**config.mk**
```make
export PLATFORM = sky130hd
export DESIGN_NAME = mem_arbiter
export DESIGN_NICKNAME = d
export VERILOG_FILES = /design/src/rtl/mem_arbiter_pkg.sv /design/src/rtl/mem_arbiter_lane_unit.sv /design/src/rtl/mem_arbiter.sv
export SDC_FILE = /design/constraint.sdc
export NUM_CORES = 1
export LEC_CHECK = 0
export ABC_AREA = 1
export BUFFER_PORTS_ARGS = -buffer_cell sky130_fd_sc_hd__buf_2
export CAP_MARGIN = 20
export CORE_ASPECT_RATIO = 0.75
export CORE_MARGIN = 2
export CORE_UTILIZATION = 57
export CTS_BUF_LIST = sky130_fd_sc_hd__clkbuf_16
export CTS_CLUSTER_SIZE = 12
export DETAILED_ROUTE_END_ITERATION = 10
export PLACE_DENSITY = 0.84
export SLEW_MARGIN = 20
export SYNTH_ARGS = -nofsm -noshare
export SYNTH_HDL_FRONTEND = slang
export SYNTH_SLANG_ARGS = --single-unit
export TNS_END_PERCENT = 5
```
**constraint.sdc**
```tcl
create_clock -name clk -period 2.8 [get_ports clk]
set_input_delay 0.14 -clock clk [delete_from_list [all_inputs] [get_ports clk]]
set_output_delay 0.14 -clock clk [all_outputs]
set_load 0.02 [all_outputs]
```
**src/rtl/mem_arbiter_pkg.sv**
```systemverilog
// Shared definitions for the memory arbiter: access sizes, FSM states,
// device-region base and small decode helpers.
package mem_arbiter_pkg;

    localparam logic [1:0] SZ_BYTE = 2'd0;
    localparam logic [1:0] SZ_HALF = 2'd1;
    localparam logic [1:0] SZ_WORD = 2'd2;

    localparam logic [31:0] DEV_BASE_DEFAULT = 32'h0000_2000;

    typedef enum logic [2:0] {
        MA_IDLE,
        MA_IF_WAIT,
        MA_LD_WAIT,
        MA_RMW_RD,
        MA_RMW_WR,
        MA_MIS
    } ma_state_t;

    // Size code 3 behaves exactly like a word access.
    function automatic logic is_word(input logic [1:0] size);
        return size[1];
    endfunction

    function automatic logic is_misaligned(input logic [1:0] size, input logic [1:0] offset);
        if (is_word(size))
            return offset != 2'b00;
        else if (size == SZ_HALF)
            return offset[0];
        else
            return 1'b0;
    endfunction

    function automatic logic [31:0] zext_store(input logic [1:0] size, input logic [31:0] data);
        if (is_word(size))
            return data;
        else if (size == SZ_HALF)
            return {16'h0000, data[15:0]};
        else
            return {24'h00_0000, data[7:0]};
    endfunction

endpackage

```
**src/rtl/mem_arbiter_lane_unit.sv**
```systemverilog
// Combinational byte-lane logic: load extract with sign/zero extension and
// sub-word store merge into a previously read word, keyed by offset and size.
module lane_unit
    import mem_arbiter_pkg::*;
(
    input  logic [1:0]  offset,
    input  logic [1:0]  size,
    input  logic        is_unsigned,
    input  logic [31:0] load_word,
    input  logic [31:0] store_data,
    input  logic [31:0] merge_word,
    output logic [31:0] load_data,
    output logic [31:0] merged_word
);

    logic [7:0]  byte_sel;
    logic [15:0] half_sel;

    always_comb begin
        byte_sel  = load_word[{offset, 3'b000} +: 8];
        half_sel  = offset[1] ? load_word[31:16] : load_word[15:0];
        load_data = load_word;
        if (size == SZ_BYTE)
            load_data = is_unsigned ? {24'h00_0000, byte_sel} : {{24{byte_sel[7]}}, byte_sel};
        else if (size == SZ_HALF)
            load_data = is_unsigned ? {16'h0000, half_sel} : {{16{half_sel[15]}}, half_sel};
    end

    always_comb begin
        merged_word = merge_word;
        if (is_word(size))
            merged_word = store_data;
        else if (size == SZ_HALF)
            merged_word[{offset[1], 4'b0000} +: 16] = store_data[15:0];
        else
            merged_word[{offset, 3'b000} +: 8] = store_data[7:0];
    end

endmodule

```
**src/rtl/mem_arbiter.sv**
```systemverilog
// Arbitrates the fetch and data ports onto the single MEMORY port; sub-word
// DRAM stores are done as read-modify-write, device stores go straight out.
module mem_arbiter
    import mem_arbiter_pkg::*;
#(
    parameter int                WIDTH    = 32,
    parameter logic [WIDTH-1:0]  DEV_BASE = DEV_BASE_DEFAULT
) (
    input  logic             clk,
    input  logic             rst,
    input  logic             if_req_i,
    input  logic [WIDTH-1:0] if_addr_i,
    output logic             if_valid_o,
    output logic [WIDTH-1:0] if_rdata_o,
    input  logic             d_req_i,
    input  logic             d_we_i,
    input  logic [1:0]       d_size_i,
    input  logic             d_unsigned_i,
    input  logic [WIDTH-1:0] d_addr_i,
    input  logic [WIDTH-1:0] d_wdata_i,
    output logic             d_done_o,
    output logic [WIDTH-1:0] d_rdata_o,
    output logic             d_misalign_o,
    output logic             memread_o,
    output logic             memwrite_o,
    output logic [WIDTH-1:0] memaddr_o,
    output logic [WIDTH-1:0] memwdata_o,
    input  logic [WIDTH-1:0] memrdata_i
);

    ma_state_t        state;
    logic             phase;
    logic [1:0]       cap_offset;
    logic [1:0]       cap_size;
    logic             cap_unsigned;
    logic [WIDTH-1:0] cap_wdata;
    logic [WIDTH-1:0] merge_reg;
    logic [WIDTH-1:0] load_data;
    logic [WIDTH-1:0] merged_word;

    lane_unit u_lane (
        .offset      (cap_offset),
        .size        (cap_size),
        .is_unsigned (cap_unsigned),
        .load_word   (memrdata_i),
        .store_data  (cap_wdata),
        .merge_word  (merge_reg),
        .load_data   (load_data),
        .merged_word (merged_word)
    );

    // Read data arrives the cycle after the strobe, so each wait state spends
    // one cycle with phase=0 before sampling memrdata_i with phase=1.
    always_ff @(posedge clk) begin
        if (rst) begin
            state        <= MA_IDLE;
            phase        <= 1'b0;
            cap_offset   <= '0;
            cap_size     <= '0;
            cap_unsigned <= 1'b0;
            cap_wdata    <= '0;
            merge_reg    <= '0;
            if_valid_o   <= 1'b0;
            if_rdata_o   <= '0;
            d_done_o     <= 1'b0;
            d_rdata_o    <= '0;
            d_misalign_o <= 1'b0;
            memread_o    <= 1'b0;
            memwrite_o   <= 1'b0;
            memaddr_o    <= '0;
            memwdata_o   <= '0;
        end else begin
            memread_o    <= 1'b0;
            memwrite_o   <= 1'b0;
            if_valid_o   <= 1'b0;
            d_done_o     <= 1'b0;
            d_misalign_o <= 1'b0;
            case (state)
                MA_IDLE: begin
                    phase <= 1'b0;
                    if (d_req_i) begin
                        cap_offset   <= d_addr_i[1:0];
                        cap_size     <= d_size_i;
                        cap_unsigned <= d_unsigned_i;
                        cap_wdata    <= d_wdata_i;
                        if (is_misaligned(d_size_i, d_addr_i[1:0])) begin
                            state <= MA_MIS;
                        end else begin
                            memaddr_o <= d_addr_i & ~WIDTH'(3);
                            if (!d_we_i) begin
                                memread_o <= 1'b1;
                                state     <= MA_LD_WAIT;
                            end else if (is_word(d_size_i) || d_addr_i >= DEV_BASE) begin
                                memwrite_o <= 1'b1;
                                memwdata_o <= zext_store(d_size_i, d_wdata_i);
                                phase      <= 1'b1;
                                state      <= MA_RMW_WR;
                            end else begin
                                memread_o <= 1'b1;
                                state     <= MA_RMW_RD;
                            end
                        end
                    end else if (if_req_i) begin
                        memread_o <= 1'b1;
                        memaddr_o <= if_addr_i & ~WIDTH'(3);
                        state     <= MA_IF_WAIT;
                    end
                end
                MA_IF_WAIT: begin
                    if (!phase) begin
                        phase <= 1'b1;
                    end else begin
                        if_valid_o <= 1'b1;
                        if_rdata_o <= memrdata_i;
                        state      <= MA_IDLE;
                    end
                end
                MA_LD_WAIT: begin
                    if (!phase) begin
                        phase <= 1'b1;
                    end else begin
                        d_done_o  <= 1'b1;
                        d_rdata_o <= load_data;
                        state     <= MA_IDLE;
                    end
                end
                MA_RMW_RD: begin
                    if (!phase) begin
                        phase <= 1'b1;
                    end else begin
                        merge_reg <= memrdata_i;
                        phase     <= 1'b0;
                        state     <= MA_RMW_WR;
                    end
                end
                // phase=0 issues the merged write; phase=1 (also entered directly
                // by word/device stores) only reports completion.
                MA_RMW_WR: begin
                    if (!phase) begin
                        memwrite_o <= 1'b1;
                        memwdata_o <= merged_word;
                        phase      <= 1'b1;
                    end else begin
                        d_done_o <= 1'b1;
                        state    <= MA_IDLE;
                    end
                end
                MA_MIS: begin
                    d_done_o     <= 1'b1;
                    d_misalign_o <= 1'b1;
                    state        <= MA_IDLE;
                end
                default: state <= MA_IDLE;
            endcase
        end
    end

endmodule

```
### Yosys cells after proc, flatten, opt, wreduce, memory -nomap -nowiden

Cells that the tools add are included.

| operators by class | value |
|---|---|
| add/sub/neg operators | 2 |
| magnitude comparators | 1 |
| equal/unequal tests | 16 |
| shift operators | 5 |
| mux-type cells | 48 |
| bitwise logic cells | 2 |
| reduce and logical (&&, ||, !) cells | 18 |

Operator list:

| operator | count |
|---|---|
| two-way mux 32 bit | 15 |
| bitwise mux 32 bit | 2 |
| case mux 32 bit (2 select lines) | 1 |
| greater-or-equal comparator 32 x 14 -> 1 bit, second input constant | 1 |
| two-way mux 16 bit | 2 |
| variable shift 16 x 7 -> 32 bit, first input constant | 1 |
| variable shift 8 x 7 -> 32 bit, first input constant | 1 |
| variable part select 16 x 7 -> 32 bit | 1 |
| variable part select 32 x 6 -> 8 bit | 1 |
| variable part select 8 x 7 -> 32 bit | 1 |
| two-way mux 3 bit | 7 |
| two-way mux 1 bit | 17 |
| != test 2 bit, second input constant | 7 |
| negator 5 -> 7 bit | 2 |
| case mux 3 bit (3 select lines) | 1 |
| AND reduction 2 bit | 4 |
| equality test 3 x 2 -> 1 bit, second input constant | 2 |
| equality test 3 bit, second input constant | 2 |
| AND reduction 3 bit | 2 |
| AND reduction 6 bit | 1 |
| nonzero test 2 bit | 3 |
| OR reduction 2 bit | 3 |
| equality test 2 x 1 -> 1 bit, second input constant | 2 |
| case mux 1 bit (2 select lines) | 2 |
| 10 further kinds | 11 |

| storage, ports and cells | value |
|---|---|
| register bits after elaboration | 206 |

### Logic depth before layout (Yosys ltp)

| logic depth | value |
|---|---|
| depth in word-level cells | 9 |
| gate-level depth with buffers | 13 |
| gate-level depth less buffers | 11 |

### Hierarchy

A second synthesis with hierarchy kept.

| second synthesis, totals | value |
|---|---|
| cells, all modules | 1632 |
| area total of the unflattened synthesis | 10231.1 µm² |

By module, submodules not included:

| module | instances | cells an instance | area each (µm²) |
|---|---|---|---|
| mem_arbiter | 1 | 1122 | 8084.0 |
| lane_unit | 1 | 510 | 2147.1 |

### Least setup slack after synthesis

Ideal clock, no wire load.

| path | value |
|---|---|
| path type | reg-to-reg |
| start point | register cap_offset[0] |
| end point | register memwdata_o[2] |
| setup time | 0.059 ns |
| arrival time | 1.720 ns |
| slack | 1.020 ns |
| cell stages (with the launch flop) | 11 |
| path buffers | 1 |
| clock period less this slack | 1.780 ns |
| cell sequence | dfxtp_1 -> inv_1 -> buf_2 -> ha_1 -> inv_1 -> nand3_1 -> o21ai_2 -> nand2_1 -> a21oi_1 -> nand3_1 -> nand2_1 |

| between the ends | value |
|---|---|
| longest elaborated chain between the ends | 7 |

Ends and longest elaborated chain:

| what | RTL line | RTL |
|---|---|---|
| start, declared | mem_arbiter.sv:33 | `logic [1:0] cap_offset;` |
| start signal, assigned | mem_arbiter.sv:82 | `cap_offset <= d_addr_i[1:0];` |
| negator 5 -> 7 bit (*) | mem_arbiter_lane_unit.sv:36 | `merged_word[{offset, 3'b000} +: 8] = store_data[7:0];` |
| variable part select 8 x 7 -> 32 bit or variable shift 8 x 7 -> 32 bit (tied branches) | mem_arbiter_lane_unit.sv:36 |  |
| bitwise mux 32 bit (*) | mem_arbiter_lane_unit.sv:36 |  |
| two-way mux 32 bit (*) | mem_arbiter_lane_unit.sv:33 | `else if (size == SZ_HALF)` |
| two-way mux 32 bit (*) | mem_arbiter_lane_unit.sv:31 | `if (is_word(size))` |
| two-way mux 32 bit (*) | mem_arbiter.sv:139 | `if (!phase) begin` |
| case mux 32 bit (2 select lines) (*) | mem_arbiter.sv:78 | `case (state)` |
| end signal, assigned | mem_arbiter.sv:95 | `memwdata_o <= zext_store(d_size_i, d_wdata_i);` |
| end signal, assigned | mem_arbiter.sv:141 | `memwdata_o <= merged_word;` |
| end, declared | mem_arbiter.sv:27 | `output logic [WIDTH-1:0] memwdata_o,` |

Mark *: on every way between the ends. The rest lies on a longest branch, timed or not. The select of a mux whose other input is x is not followed.
A chain may end at the register's enable or synchronous reset.

### Worst setup path in the final report

| path | value |
|---|---|
| start point | register state[0] |
| end point | register memaddr_o[26] |

| between the ends | value |
|---|---|
| longest elaborated chain between the ends | 2 |

Ends and longest elaborated chain:

| what | RTL line | RTL |
|---|---|---|
| start, declared | mem_arbiter.sv:31 | `ma_state_t state;` |
| start signal, assigned | mem_arbiter.sv:56 | `state <= MA_IDLE;` |
| start signal, assigned | mem_arbiter.sv:87 | `state <= MA_MIS;` |
| start signal, assigned | mem_arbiter.sv:92 | `state <= MA_LD_WAIT;` |
| logical NOT 3 bit | mem_arbiter.sv:78 |  |
| AND reduction 3 bit (no line) | - |  |
| end signal, assigned | mem_arbiter.sv:89 | `memaddr_o <= d_addr_i & ~WIDTH'(3);` |
| end signal, assigned | mem_arbiter.sv:105 | `memaddr_o <= if_addr_i & ~WIDTH'(3);` |
| end, declared | mem_arbiter.sv:26 | `output logic [WIDTH-1:0] memaddr_o,` |

No other way between the ends.

==> results.sh <==
export IMPL_cts_root_buffer="clkbuf_16"
export IMPL_die_w_um=157
export IMPL_syn_area_mm2=0.0100
export IMPL_fin_ws_ns=0.509
export IMPL_cts_tree="built"
export IMPL_p_clk_share_pct=24.6
export IMPL_final_fill_count=1304
export IMPL_cts_buffers=21
export IMPL_syn_to_final_growth_pct=30.0
export IMPL_start_kind="flip-flop"
export IMPL_die_height_um=119
export IMPL_async_flop_share_pct=0
export IMPL_vias_per_cell=5.79
export IMPL_hold_violations=1
export IMPL_syn_area_per_cell_um2=6.68
export IMPL_core_area_mm2=0.0170
export IMPL_cts_resized=0
export IMPL_clockBufferDepth=3
export IMPL_timing_rr_end="memaddr_o[26]"
export IMPL_drt_iter0_markers=1714
export IMPL_post_cts_repair_setup_buffers=0
export IMPL_antenna_found_initial=2
export IMPL_r2r_slack_ns=0.51
export IMPL_finalCriticalPeriod_ns=2.29
export IMPL_min_path_type="in2reg"
export IMPL_cp_max_fo=28
export IMPL_pwr_share_seq_pct=37.0
export IMPL_crit_end="memaddr_o[26]"
export IMPL_ys_warn_count=0
export IMPL_fp_row_count=41
export IMPL_end_kind="flip-flop"
export IMPL_grt_usage_pct=38.2
export IMPL_setup_viol=0
export IMPL_ys_types=30
export IMPL_dpl_hpwl_um=22900
export IMPL_avgRoutedWirePerCell_um=17.8
export IMPL_die_area_mm2=0.0187
export IMPL_cts_sinks=204
export IMPL_max_freq_mhz=437
export IMPL_reg2regPathDepth=9
export IMPL_skew_ns=0.0173
export IMPL_path_clk_slew_ns=0.06
export IMPL_tns_ns=0
export IMPL_drive_gt1_share_pct=18.6
export IMPL_gp_routability_congestion=0.950
export IMPL_ir_worst_vdd_v=0.000520
export IMPL_p_int_w=0.00598
export IMPL_period_share_pct=81.8
export IMPL_synthTopCellsByArea="dfxtp_1 41%, nand2_1 12%, o21ai_0 8.0%, nor2_1 7.6%, a21oi_1 6.8%"
export IMPL_firstDrtPassIters=9
export IMPL_clock_latency_ns=0.51
export IMPL_initial_utilization_pct=58.9
export IMPL_synth_top_area_cell="dfxtp_1"
export IMPL_synth_edff_count=0
export IMPL_synthFlopType="dfxtp_1"
export IMPL_critPathRequiredTime_ns=3.20
export IMPL_ant_nets=0
export IMPL_switching_share_pct=40.7
export IMPL_startpoint="state[0]"
export IMPL_rsz0062_at_grt="no"
export IMPL_place_ws_ns=0.801
export IMPL_p_leak_nw=6.67
export IMPL_tightest_slew_ns=0.842
export IMPL_synth_top_area_share_pct=40.7
export IMPL_num_vias=11900
export IMPL_maxCapViolCount=0
export IMPL_grt_pass1_vias=11100
export IMPL_ys_ff_latch=204
export IMPL_io_buffer_count=264
export IMPL_arrival_ns=2.69
export IMPL_status="complete, but fails checks"
export IMPL_ios=269
export IMPL_grt_ovfl_total=0
export IMPL_violations="negative hold slack"
export IMPL_hold_worst_slack_ns=-0.000801
export IMPL_relSlewSlack_pct=43.8
export IMPL_critPathKind="reg2reg"
export IMPL_final_max_slew_viol_count=0
export IMPL_grt_pass1_wl_um=57400
export IMPL_ctsHtreeMaxLevel=1
export IMPL_synth_cells=1500
export IMPL_drc_errors=0
export IMPL_routed_wl_um=36600
export IMPL_ys_seq_area_share_pct=40.7
export IMPL_yosysMostFrequentCell="nand2_1"
export IMPL_synth_top_cells_by_count="314 x nand2_1, 204 x dfxtp_1, 204 x nor2_1"
export IMPL_p_comb_share_pct=38.5
export IMPL_p_switching_w=0.00410
export IMPL_final_nets=1951
export IMPL_r2r_start="state[0]"
export IMPL_fin_util_pct=76.5
export IMPL_p_per_area_mw_per_mm2=774
export IMPL_grt_max_degree=81
export IMPL_cts_hold_buf=107
worst min-delay path by stage:
stage                              start              to  slack (ns)  cells after the start
final                      if_addr_i[13]   memaddr_o[13]     -0.0008                      4
after CTS                   d_addr_i[15]   memaddr_o[15]       0.001                      4
after global placement      d_wdata_i[8]    cap_wdata[8]        0.38                      3
after global routing      memrdata_i[19]  if_rdata_o[19]        0.03                      3
after floorplan            d_wdata_i[10]   cap_wdata[10]        0.27                      2
after detailed placement   d_wdata_i[10]   cap_wdata[10]        0.38                      3
worst max-delay path: stages, from the launching register on:
cell and delay (ns):
dfxtp_1 0.35, inv_2 0.11, nand2_1 0.09, nor2_2 0.16, o21ai_1 0.15, a21oi_4 0.15, buf_4 0.30, nand3_1 0.15
dlygate4sd3_1 0.61, o211a_1 0.12
power groups by stage:
stage	combinational, W	sequential (W)	clock, W
CTS	0.00375	0.00369	0.00247
detailed placement	0.00352	0.00375	0
finish	0.00388	0.00373	0.00248
global placement	0.00346	0.00373	0
floorplan	0.00215	0.00406	0
global route	0.00422	0.00376	0.00261
routing by layer:
layer	track usage, %	part of all wire, %
met1	47.7	38
met2	61.4	46
met3	11.7	12
met4	15.9	4.7
met5	0	0
cell families (layout without fill, tap and decap cells):
| group | after synthesis | in the layout | synth area share [%] |
|---|---|---|---|
| flops | 204 | 204 | 40.7 |
| simple gates | 692 | 692 | 28.9 |
| compound gates | 363 | 363 | 20.2 |
| buf+inv | 235 | 550 | 9.48 |
| other cells | 1 | 4 | 0.0374 |
| fa+ha+maj | 5 | 5 | 0.624 |
stage by stage:
step | cell area (um^2) | cells | power, W
detailed placement | 11400 | 1916 | 0.00727
CTS | 13000 | 2052 | 0.00991
global placement | 11400 | 1916 | 0.00719
floorplan | 10000 | 1501 | 0.00621
global route | 13000 | 2054 | 0.0106
finish | 13000 | 2054 | 0.0101
cell type report:
| cell class | instances | area (um^2) | share of cell area, % |
|---|---|---|---|
| multi-input combinational | 1062 | 5000 | 38.4 |
| sequential | 204 | 4080 | 31.3 |
| timing repair buffer | 397 | 2610 | 20.0 |
| clock buffer | 21 | 526 | 4.03 |
| inverter | 124 | 468 | 3.59 |
| tap | 236 | 295 | 2.27 |
| clock inverter | 8 | 38.8 | 0.298 |
| antenna | 2 | 5.00 | 0.0384 |
cells in the final DEF, fill, tap and decap left out:
cell type,n
o211a_1,30
conb_1,2
nor2_8,1
ha_1,5
nand4_2,1
buf_12,2
diode_2,2
o21ai_2,3
inv_2,7
a21oi_2,1
o211ai_1,12
a21oi_1,136
nand2_2,4
nand3_1,129
nand2_1,314
clkinvlp_4,1
buf_2,264
o22ai_1,4
inv_1,119
dfxtp_1,204
a21boi_0,1
nor2_1,204
o21ai_1,14
clkinv_1,3
and2_0,1
a21oi_4,1
nor2_2,4
dlygate4sd3_1,107
o21ai_0,161
nand4_1,33
nor3_4,1
clkbuf_16,21
inv_6,1
buf_4,24
inv_4,1
No activity file was read; power rests on OpenSTA's default activity.
